--- config.mk ---
export PLATFORM = sky130hd
export DESIGN_NAME = boot_sequencer
export DESIGN_NICKNAME = d
export VERILOG_FILES = /design/src/rtl/boot_seq_pkg.sv /design/src/rtl/boot_seq_apb_master.sv /design/src/rtl/boot_sequencer.sv
export SDC_FILE = /design/constraint.sdc
export NUM_CORES = 1
export LEC_CHECK = 0
export CORE_ASPECT_RATIO = 0.9
export CORE_MARGIN = 5
export CORE_UTILIZATION = 55
export DETAILED_ROUTE_END_ITERATION = 8
export DONT_BUFFER_PORTS = 1
export GPL_TIMING_DRIVEN = 1
export PLACE_DENSITY = 0.69
export SLEW_MARGIN = 20
export SYNTH_ARGS = -nofsm -noshare
export SYNTH_HDL_FRONTEND = slang
export SYNTH_SLANG_ARGS = --single-unit
--- constraint.sdc ---
create_clock -name clk -period 4.6 [get_ports clk]
set_clock_uncertainty 0.05 [all_clocks]
set_input_delay 0.23 -clock clk [delete_from_list [all_inputs] [get_ports clk]]
set_output_delay 0.23 -clock clk [all_outputs]
set_load 0.05 [all_outputs]
--- src/rtl/boot_seq_pkg.sv ---
// Shared types for the pulpino boot sequencer.
// FSM states, error codes and APB master phases.
package boot_seq_pkg;

  typedef enum logic [3:0] {
    ST_IDLE,
    ST_RST_HOLD,
    ST_SETTLE,
    ST_CFG_SETUP,
    ST_CFG_ACCESS,
    ST_LOAD,
    ST_FETCH_WAIT,
    ST_RUN,
    ST_STAT_SETUP,
    ST_STAT_ACCESS,
    ST_DONE,
    ST_ERROR
  } boot_state_e;

  typedef enum logic [1:0] {
    ERR_NONE    = 2'd0,
    ERR_SLVERR  = 2'd1,
    ERR_APB_TO  = 2'd2,
    ERR_LOAD_TO = 2'd3
  } err_code_e;

  typedef enum logic [1:0] {
    APB_IDLE,
    APB_SETUP,
    APB_ACCESS
  } apb_phase_e;

  function automatic int unsigned max2(
    input int unsigned a,
    input int unsigned b
  );
    return (a > b) ? a : b;
  endfunction

endpackage

--- src/rtl/boot_seq_apb_master.sv ---
// Single-transfer APB master shared by the config write and status read.
// The wait-state timeout comes from the sequencer's shared counter.
module boot_seq_apb_master
  import boot_seq_pkg::*;
(
  input  logic        clk,
  input  logic        rst,
  input  logic        req_i,
  input  logic        we_i,
  input  logic [31:0] addr_i,
  input  logic [31:0] wdata_i,
  input  logic        cnt_zero_i,
  output logic        done_o,
  output logic        err_o,
  output logic        timeout_o,
  output logic [31:0] rdata_o,
  output logic [31:0] paddr_o,
  output logic [31:0] pwdata_o,
  output logic        pwrite_o,
  output logic        psel_o,
  output logic        penable_o,
  input  logic [31:0] prdata_i,
  input  logic        pready_i,
  input  logic        pslverr_i
);

  apb_phase_e  phase_q, phase_d;
  logic        we_q, we_d;
  logic [31:0] addr_q, addr_d;
  logic [31:0] wdata_q, wdata_d;
  logic        access;

  assign access = (phase_q == APB_ACCESS);

  always_comb begin
    phase_d = phase_q;
    we_d    = we_q;
    addr_d  = addr_q;
    wdata_d = wdata_q;
    unique case (phase_q)
      APB_IDLE: begin
        if (req_i) begin
          phase_d = APB_SETUP;
          we_d    = we_i;
          addr_d  = addr_i;
          wdata_d = wdata_i;
        end
      end
      APB_SETUP: phase_d = APB_ACCESS;
      APB_ACCESS: begin
        if (pready_i || cnt_zero_i) phase_d = APB_IDLE;
      end
      default: phase_d = APB_IDLE;
    endcase
  end

  always_ff @(posedge clk or posedge rst) begin
    if (rst) begin
      phase_q <= APB_IDLE;
      we_q    <= 1'b0;
      addr_q  <= '0;
      wdata_q <= '0;
    end else begin
      phase_q <= phase_d;
      we_q    <= we_d;
      addr_q  <= addr_d;
      wdata_q <= wdata_d;
    end
  end

  assign done_o    = access && pready_i && !pslverr_i;
  assign err_o     = access && pready_i && pslverr_i;
  assign timeout_o = access && !pready_i && cnt_zero_i;
  assign rdata_o   = prdata_i;

  assign psel_o    = (phase_q != APB_IDLE);
  assign penable_o = access;
  assign pwrite_o  = psel_o && we_q;
  assign paddr_o   = addr_q;
  assign pwdata_o  = wdata_q;

endmodule

--- src/rtl/boot_sequencer.sv ---
// Core bring-up controller: reset, boot-address write, optional L2 load,
// fetch enable, then wait for end-of-computation and read the exit code.
module boot_sequencer
  import boot_seq_pkg::*;
#(
  parameter int unsigned RST_CYCLES     = 16,
  parameter int unsigned SETTLE_CYCLES  = 25,
  parameter int unsigned FETCH_DELAY    = 5,
  parameter logic [31:0] BOOT_REG_ADDR  = 32'h1A10_7008,
  parameter logic [31:0] STATUS_ADDR    = 32'h1A10_7018,
  parameter int unsigned TIMEOUT_CYCLES = 1024
) (
  input  logic        clk,
  input  logic        rst,
  input  logic        start_i,
  input  logic        skip_load_i,
  input  logic [31:0] boot_addr_i,
  output logic [31:0] paddr_o,
  output logic [31:0] pwdata_o,
  output logic        pwrite_o,
  output logic        psel_o,
  output logic        penable_o,
  input  logic [31:0] prdata_i,
  input  logic        pready_i,
  input  logic        pslverr_i,
  output logic        load_req_o,
  input  logic        load_done_i,
  output logic        core_rst_n_o,
  output logic        fetch_enable_o,
  input  logic        eoc_i,
  output logic        busy_o,
  output logic        done_o,
  output logic        error_o,
  output logic [1:0]  err_code_o,
  output logic [31:0] exit_code_o
);

  localparam int unsigned MAXP =
    max2(max2(RST_CYCLES, SETTLE_CYCLES),
         max2(FETCH_DELAY, TIMEOUT_CYCLES));
  localparam int unsigned CW = $clog2(MAXP) + 1;

  boot_state_e state_q, state_d;
  logic [CW-1:0] cnt_q, cnt_d;
  logic          cnt_zero;
  logic          done_q, done_d;
  logic          error_q, error_d;
  err_code_e     err_q, err_d;
  logic [31:0]   exit_q, exit_d;
  logic [31:0]   boot_q, boot_d;
  logic          skip_q, skip_d;
  logic          start_q, start_rise;
  logic          eoc_s1_q, eoc_s2_q;

  logic          apb_req, apb_we;
  logic [31:0]   apb_addr, apb_wdata, apb_rdata;
  logic          apb_done, apb_err, apb_to;

  assign cnt_zero   = (cnt_q == '0);
  assign start_rise = start_i && !start_q;

  boot_seq_apb_master u_apb (
    .clk        (clk),
    .rst        (rst),
    .req_i      (apb_req),
    .we_i       (apb_we),
    .addr_i     (apb_addr),
    .wdata_i    (apb_wdata),
    .cnt_zero_i (cnt_zero),
    .done_o     (apb_done),
    .err_o      (apb_err),
    .timeout_o  (apb_to),
    .rdata_o    (apb_rdata),
    .paddr_o    (paddr_o),
    .pwdata_o   (pwdata_o),
    .pwrite_o   (pwrite_o),
    .psel_o     (psel_o),
    .penable_o  (penable_o),
    .prdata_i   (prdata_i),
    .pready_i   (pready_i),
    .pslverr_i  (pslverr_i)
  );

  always_comb begin
    state_d   = state_q;
    done_d    = done_q;
    error_d   = error_q;
    err_d     = err_q;
    exit_d    = exit_q;
    boot_d    = boot_q;
    skip_d    = skip_q;
    apb_req   = 1'b0;
    apb_we    = 1'b0;
    apb_addr  = BOOT_REG_ADDR;
    apb_wdata = boot_q;
    unique case (state_q)
      ST_IDLE, ST_DONE, ST_ERROR: begin
        if (start_rise) begin
          state_d = ST_RST_HOLD;
          done_d  = 1'b0;
          error_d = 1'b0;
          err_d   = ERR_NONE;
          exit_d  = '0;
          boot_d  = boot_addr_i;
          skip_d  = skip_load_i;
        end
      end
      ST_RST_HOLD: if (cnt_zero) state_d = ST_SETTLE;
      ST_SETTLE: begin
        if (cnt_zero) begin
          state_d = ST_CFG_SETUP;
          apb_req = 1'b1;
          apb_we  = 1'b1;
        end
      end
      ST_CFG_SETUP: state_d = ST_CFG_ACCESS;
      ST_CFG_ACCESS: begin
        if (apb_done) begin
          state_d = skip_q ? ST_FETCH_WAIT : ST_LOAD;
        end else if (apb_err) begin
          state_d = ST_ERROR;
          error_d = 1'b1;
          err_d   = ERR_SLVERR;
        end else if (apb_to) begin
          state_d = ST_ERROR;
          error_d = 1'b1;
          err_d   = ERR_APB_TO;
        end
      end
      ST_LOAD: begin
        if (load_done_i) begin
          state_d = ST_FETCH_WAIT;
        end else if (cnt_zero) begin
          state_d = ST_ERROR;
          error_d = 1'b1;
          err_d   = ERR_LOAD_TO;
        end
      end
      ST_FETCH_WAIT: if (cnt_zero) state_d = ST_RUN;
      ST_RUN: begin
        if (eoc_s2_q) begin
          state_d   = ST_STAT_SETUP;
          apb_req   = 1'b1;
          apb_addr  = STATUS_ADDR;
          apb_wdata = '0;
        end
      end
      ST_STAT_SETUP: state_d = ST_STAT_ACCESS;
      ST_STAT_ACCESS: begin
        if (apb_done) begin
          state_d = ST_DONE;
          done_d  = 1'b1;
          exit_d  = apb_rdata;
        end else if (apb_err) begin
          state_d = ST_ERROR;
          error_d = 1'b1;
          err_d   = ERR_SLVERR;
        end else if (apb_to) begin
          state_d = ST_ERROR;
          error_d = 1'b1;
          err_d   = ERR_APB_TO;
        end
      end
      default: state_d = ST_IDLE;
    endcase
  end

  // Reload on every state entry so each state sees a full N-cycle window.
  always_comb begin
    cnt_d = cnt_zero ? cnt_q : cnt_q - CW'(1);
    if (state_d != state_q) begin
      unique case (state_d)
        ST_RST_HOLD:    cnt_d = CW'(RST_CYCLES - 1);
        ST_SETTLE:      cnt_d = CW'(SETTLE_CYCLES - 1);
        ST_CFG_ACCESS:  cnt_d = CW'(TIMEOUT_CYCLES - 1);
        ST_LOAD:        cnt_d = CW'(TIMEOUT_CYCLES - 1);
        ST_STAT_ACCESS: cnt_d = CW'(TIMEOUT_CYCLES - 1);
        ST_FETCH_WAIT:  cnt_d = CW'(FETCH_DELAY - 1);
        default:        cnt_d = '0;
      endcase
    end
  end

  always_ff @(posedge clk or posedge rst) begin
    if (rst) begin
      state_q  <= ST_IDLE;
      cnt_q    <= '0;
      done_q   <= 1'b0;
      error_q  <= 1'b0;
      err_q    <= ERR_NONE;
      exit_q   <= '0;
      boot_q   <= '0;
      skip_q   <= 1'b0;
      start_q  <= 1'b0;
      eoc_s1_q <= 1'b0;
      eoc_s2_q <= 1'b0;
    end else begin
      state_q  <= state_d;
      cnt_q    <= cnt_d;
      done_q   <= done_d;
      error_q  <= error_d;
      err_q    <= err_d;
      exit_q   <= exit_d;
      boot_q   <= boot_d;
      skip_q   <= skip_d;
      start_q  <= start_i;
      eoc_s1_q <= eoc_i;
      eoc_s2_q <= eoc_s1_q;
    end
  end

  assign busy_o = !(state_q inside {ST_IDLE, ST_DONE, ST_ERROR});
  assign core_rst_n_o =
    !(state_q inside {ST_IDLE, ST_RST_HOLD, ST_ERROR});
  assign fetch_enable_o =
    state_q inside {ST_RUN, ST_STAT_SETUP, ST_STAT_ACCESS, ST_DONE};
  assign load_req_o  = (state_q == ST_LOAD);
  assign done_o      = done_q;
  assign error_o     = error_q;
  assign err_code_o  = err_q;
  assign exit_code_o = exit_q;

endmodule

==> results.py <==
metrics = {
    "power": {
        "p_sw_frac": 0.418,
        "p_switching_mw": 1.83,
        "ir_worst_vdd_uv": 826,
        "clockPowerShare": 0.291,
        "seqPwrFrac": 0.433,
        "share_comb_of_total_power": 0.275,
        "p_per_area_mw_per_mm2": 641,
        "leakage_nw": 3.27,
        "intPower_mw": 2.55,
    },
    "place": {
        "gp_congestion": 0.843,
        "dp_hpwl_um": 8800,
        "numPlacedInstances": 678,
        "io_buffers": 0,
    },
    "setup_path": {
        "critPathSlowestCell": "xnor2_1",
        "reg2reg_from": "cnt_q[0]",
        "cp.arrival_ps": 3430,
        "crit_cells": 9,
        "crit_chain": "inv_1, ha_1, nor4b_4, and3_2, mux2i_1, o2111ai_2, xnor2_1, and2_1, mux2i_1",
        "critPathTopFamily": "simple AND/OR/NAND/NOR gates",
        "rr_endpoint": "cnt_q[8]",
        "ff2ff_setup_slack_ps": 1460,
        "crit_path_end_kind": "flip-flop",
        "cp_max_fo": 11,
        "critPathKind": "flip-flop to flip-flop",
        "slowest_delay_ps": 470,
        "crit_top_cell": "mux2i_1",
        "startpoint_type": "flip-flop",
        "ff2ff_path_depth": 9,
        "crit_buf_inv": 1,
        "worstPathRequired_ps": 4890,
    },
    "synthesis": {
        "ys_warn_count": 0,
        "synth_edf_count": 0,
        "ys_ff_latch": 124,
        "synth_async_sr_flop_share": 1.00,
        "synth.avg_cell_area_um2": 9.68,
        "ys_seq_area_frac": 0.547,
        "ys_types": 59,
        "ys.flop_type": "dfrtp_1",
        "netlist_instances": 586,
        "syn_area_mm2": 0.00567,
    },
    "min_path": {
        "min-delay-start": "pready_i",
        "whs_endpoint": "u_apb.phase_q[1]",
        "hold_path_class": "input pin to flip-flop",
        "whs_path_depth": 2,
    },
    "floorplanning": {
        "coreArea_mm2": 0.0102,
        "io-pin-count": 179,
        "start_util": 0.558,
        "die_x_um": 117,
        "die_area_mm2": 0.0125,
        "core.rowCount": 35,
        "die_h_um": 106,
    },
    "finish": {
        "layout-drive-gt1-share": 0.0986,
        "finalNonFillerCells": 778,
        "n_antenna_cell": 0,
        "layout.nets": 709,
        "area_delta_synth_final_pct": 20.3,
    },
    "route": {
        "wl_per_cell_um": 18.3,
        "drt_pass1_iterations": 6,
        "viasPerCell": 5.67,
        "drc": 0,
        "ant_nets": 0,
        "drt_iter0_drc": 392,
        "vias": 4414,
        "routed_wl_um": 14200,
    },
    "clock_network": {
        "ctsResizeCount": 0,
        "numCtsBuffers": 17,
        "clock_sinks": 124,
        "cts-root-buf": "clkbuf_16",
        "cts_setup_buffers": 0,
        "clkTransAtPathRegs_ps": 60,
        "cts-htree-levels": 4,
        "cts_tree": "done",
        "holdBufCountCts": 68,
        "cts_buffer_depth": 2,
        "clk_latency_ps": 420,
    },
    "flow_run": {
        "drv_cap": 0,
    },
    "sta": {
        "worst_pin_slew_ps": 1110,
        "setup_tns_ps": 0,
        "finalCritPeriodShare": 0.682,
        "period_needed_ps": 3140,
        "setup_viol": 0,
        "fmax_mhz": 319,
        "rsz0062_at_grt": "no",
        "hold_violations": 0,
        "relSlewSlack": 0.261,
        "drv_slew": 0,
    },
    "global_routing": {
        "grt_pass1_vias": 4511,
        "grt_pass1_wl_um": 22800,
        "grt_use_total": 0.237,
        "grt_max_degree": 84,
        "grt-ovfl-total": 0,
        "antenna_found_initial": 0,
    },
    "run_status": {
        "status": "finished, final reports clean",
    },
}
-- routing by layer --
metal,vias up,GRT usage,part of all wire
li1,2022,-,-
met1,2183,0.301,0.42
met2,188,0.374,0.49
met3,21,0.0842,0.084
met4,0,0.0819,0.012
met5,-,0,0
-- registers in the layout (all words and copies together), names as in the netlist --
name,flops
done_o,1
cnt_q,11
state_q,4
error_o,1
exit_code_o,32
u_apb.pwdata_o,32
err_code_o,2
eoc_s1_q,1
u_apb.we_q,1
eoc_s2_q,1
boot_q,32
u_apb.phase_q,2
start_q,1
skip_q,1
u_apb.paddr_o,2
-- layout make-up --
class                           instances  area, um^2
Fill cell                             756        3330
Sequential cell                       124        3110
Multi-Input combinational cell        406        2220
Timing Repair Buffer                   73         718
Clock buffer                           17         425
Tap cell                              129         161
Clock inverter                         15         139
Inverter                               14        57.6
-- cell families after synthesis --
kind of cell	synth area share
and+or+nand+nor	0.188
AOI/OAI and AO/OA	0.159
DFF	0.547
buffers and inverters	0.0796
xor gates and xnor gates	0.0123
muxes	0.0112
adders and majority gates	0.00220
other	0.000661
-- power groups by stage --
stage,logic (mW),clock network (mW),registers (mW)
final,1.20,1.27,1.90
after global routing,1.34,1.34,1.93
after CTS,1.20,1.29,1.89
after detailed placement,1.14,0,1.91
after global placement,1.11,0,1.89
after floorplan,1.22,0,1.68
-- how the worst max path moves through the flow --
stage | startpoint | endpoint | slack (ps)
6_report | cnt_q[0] | cnt_q[8] | 1460
5_1_grt | cnt_q[0] | cnt_q[8] | 1220
4_1_cts | cnt_q[0] | cnt_q[8] | 1480
3_5_place_dp | cnt_q[0] | cnt_q[8] | 1520
3_3_place_gp | cnt_q[0] | cnt_q[8] | 1660
2_1_floorplan | rst | boot_q[0] | 1020
-- cells in the final DEF (no fill, tap or decap), drive strengths merged, types with 4 or more instances in the layout --
| cell type | count |
|---|---|
| nand2 | 179 |
| dfrtp | 124 |
| dlygate4sd3 | 68 |
| o21ai | 46 |
| a22o | 33 |
| conb | 23 |
| inv | 20 |
| clkbuf | 17 |
| nor2 | 15 |
| a21oi | 12 |
| nand3 | 10 |
| o22ai | 8 |
| xnor2 | 7 |
| nand2b | 6 |
| buf | 5 |
| a21o | 5 |
| clkinvlp | 4 |
| clkinv | 4 |
| nor3 | 4 |
| and3 | 4 |
-- stage by stage --
step	hold slack (ps)	worst slack (ps)	utilization	area, um^2	total power, mW
floorplan	211	1020	-	5760	2.90
global placement	212	1660	0.549	5580	3.00
detailed placement	212	1520	0.549	5580	3.05
CTS	45.4	1480	0.672	6820	4.38
global route	40.2	1220	0.672	6830	4.62
finish	53.4	1460	0.672	6830	4.37
-- synth_stat cells (all sizes together) (2+ instances only) --
master | number | share of area
nor4 | 2 | 0.0022
and3 | 4 | 0.0049
and3b | 3 | 0.0046
a2111oi | 2 | 0.0064
and2 | 2 | 0.0022
a21oi | 12 | 0.011
a32oi | 3 | 0.0046
o22ai | 8 | 0.0088
nand3b | 2 | 0.0026
nor3 | 4 | 0.0044
a21o | 5 | 0.0066
mux2i | 3 | 0.0053
o21ai | 46 | 0.041
inv | 14 | 0.0093
or3 | 2 | 0.0024
a22o | 33 | 0.051
or2 | 3 | 0.0033
clkbuf | 27 | 0.018
nor2b | 2 | 0.0022
o21a | 2 | 0.0026
mux2 | 3 | 0.0060
nand3 | 10 | 0.0088
nor3b | 2 | 0.0026
dfrtp | 124 | 0.55
buf | 37 | 0.052
nand2b | 6 | 0.0066
o211ai | 2 | 0.0026
nor2 | 15 | 0.010
nand2 | 179 | 0.12
xnor2 | 7 | 0.011
a211oi | 2 | 0.0026
No activity file was read; power rests on OpenSTA's default activity.
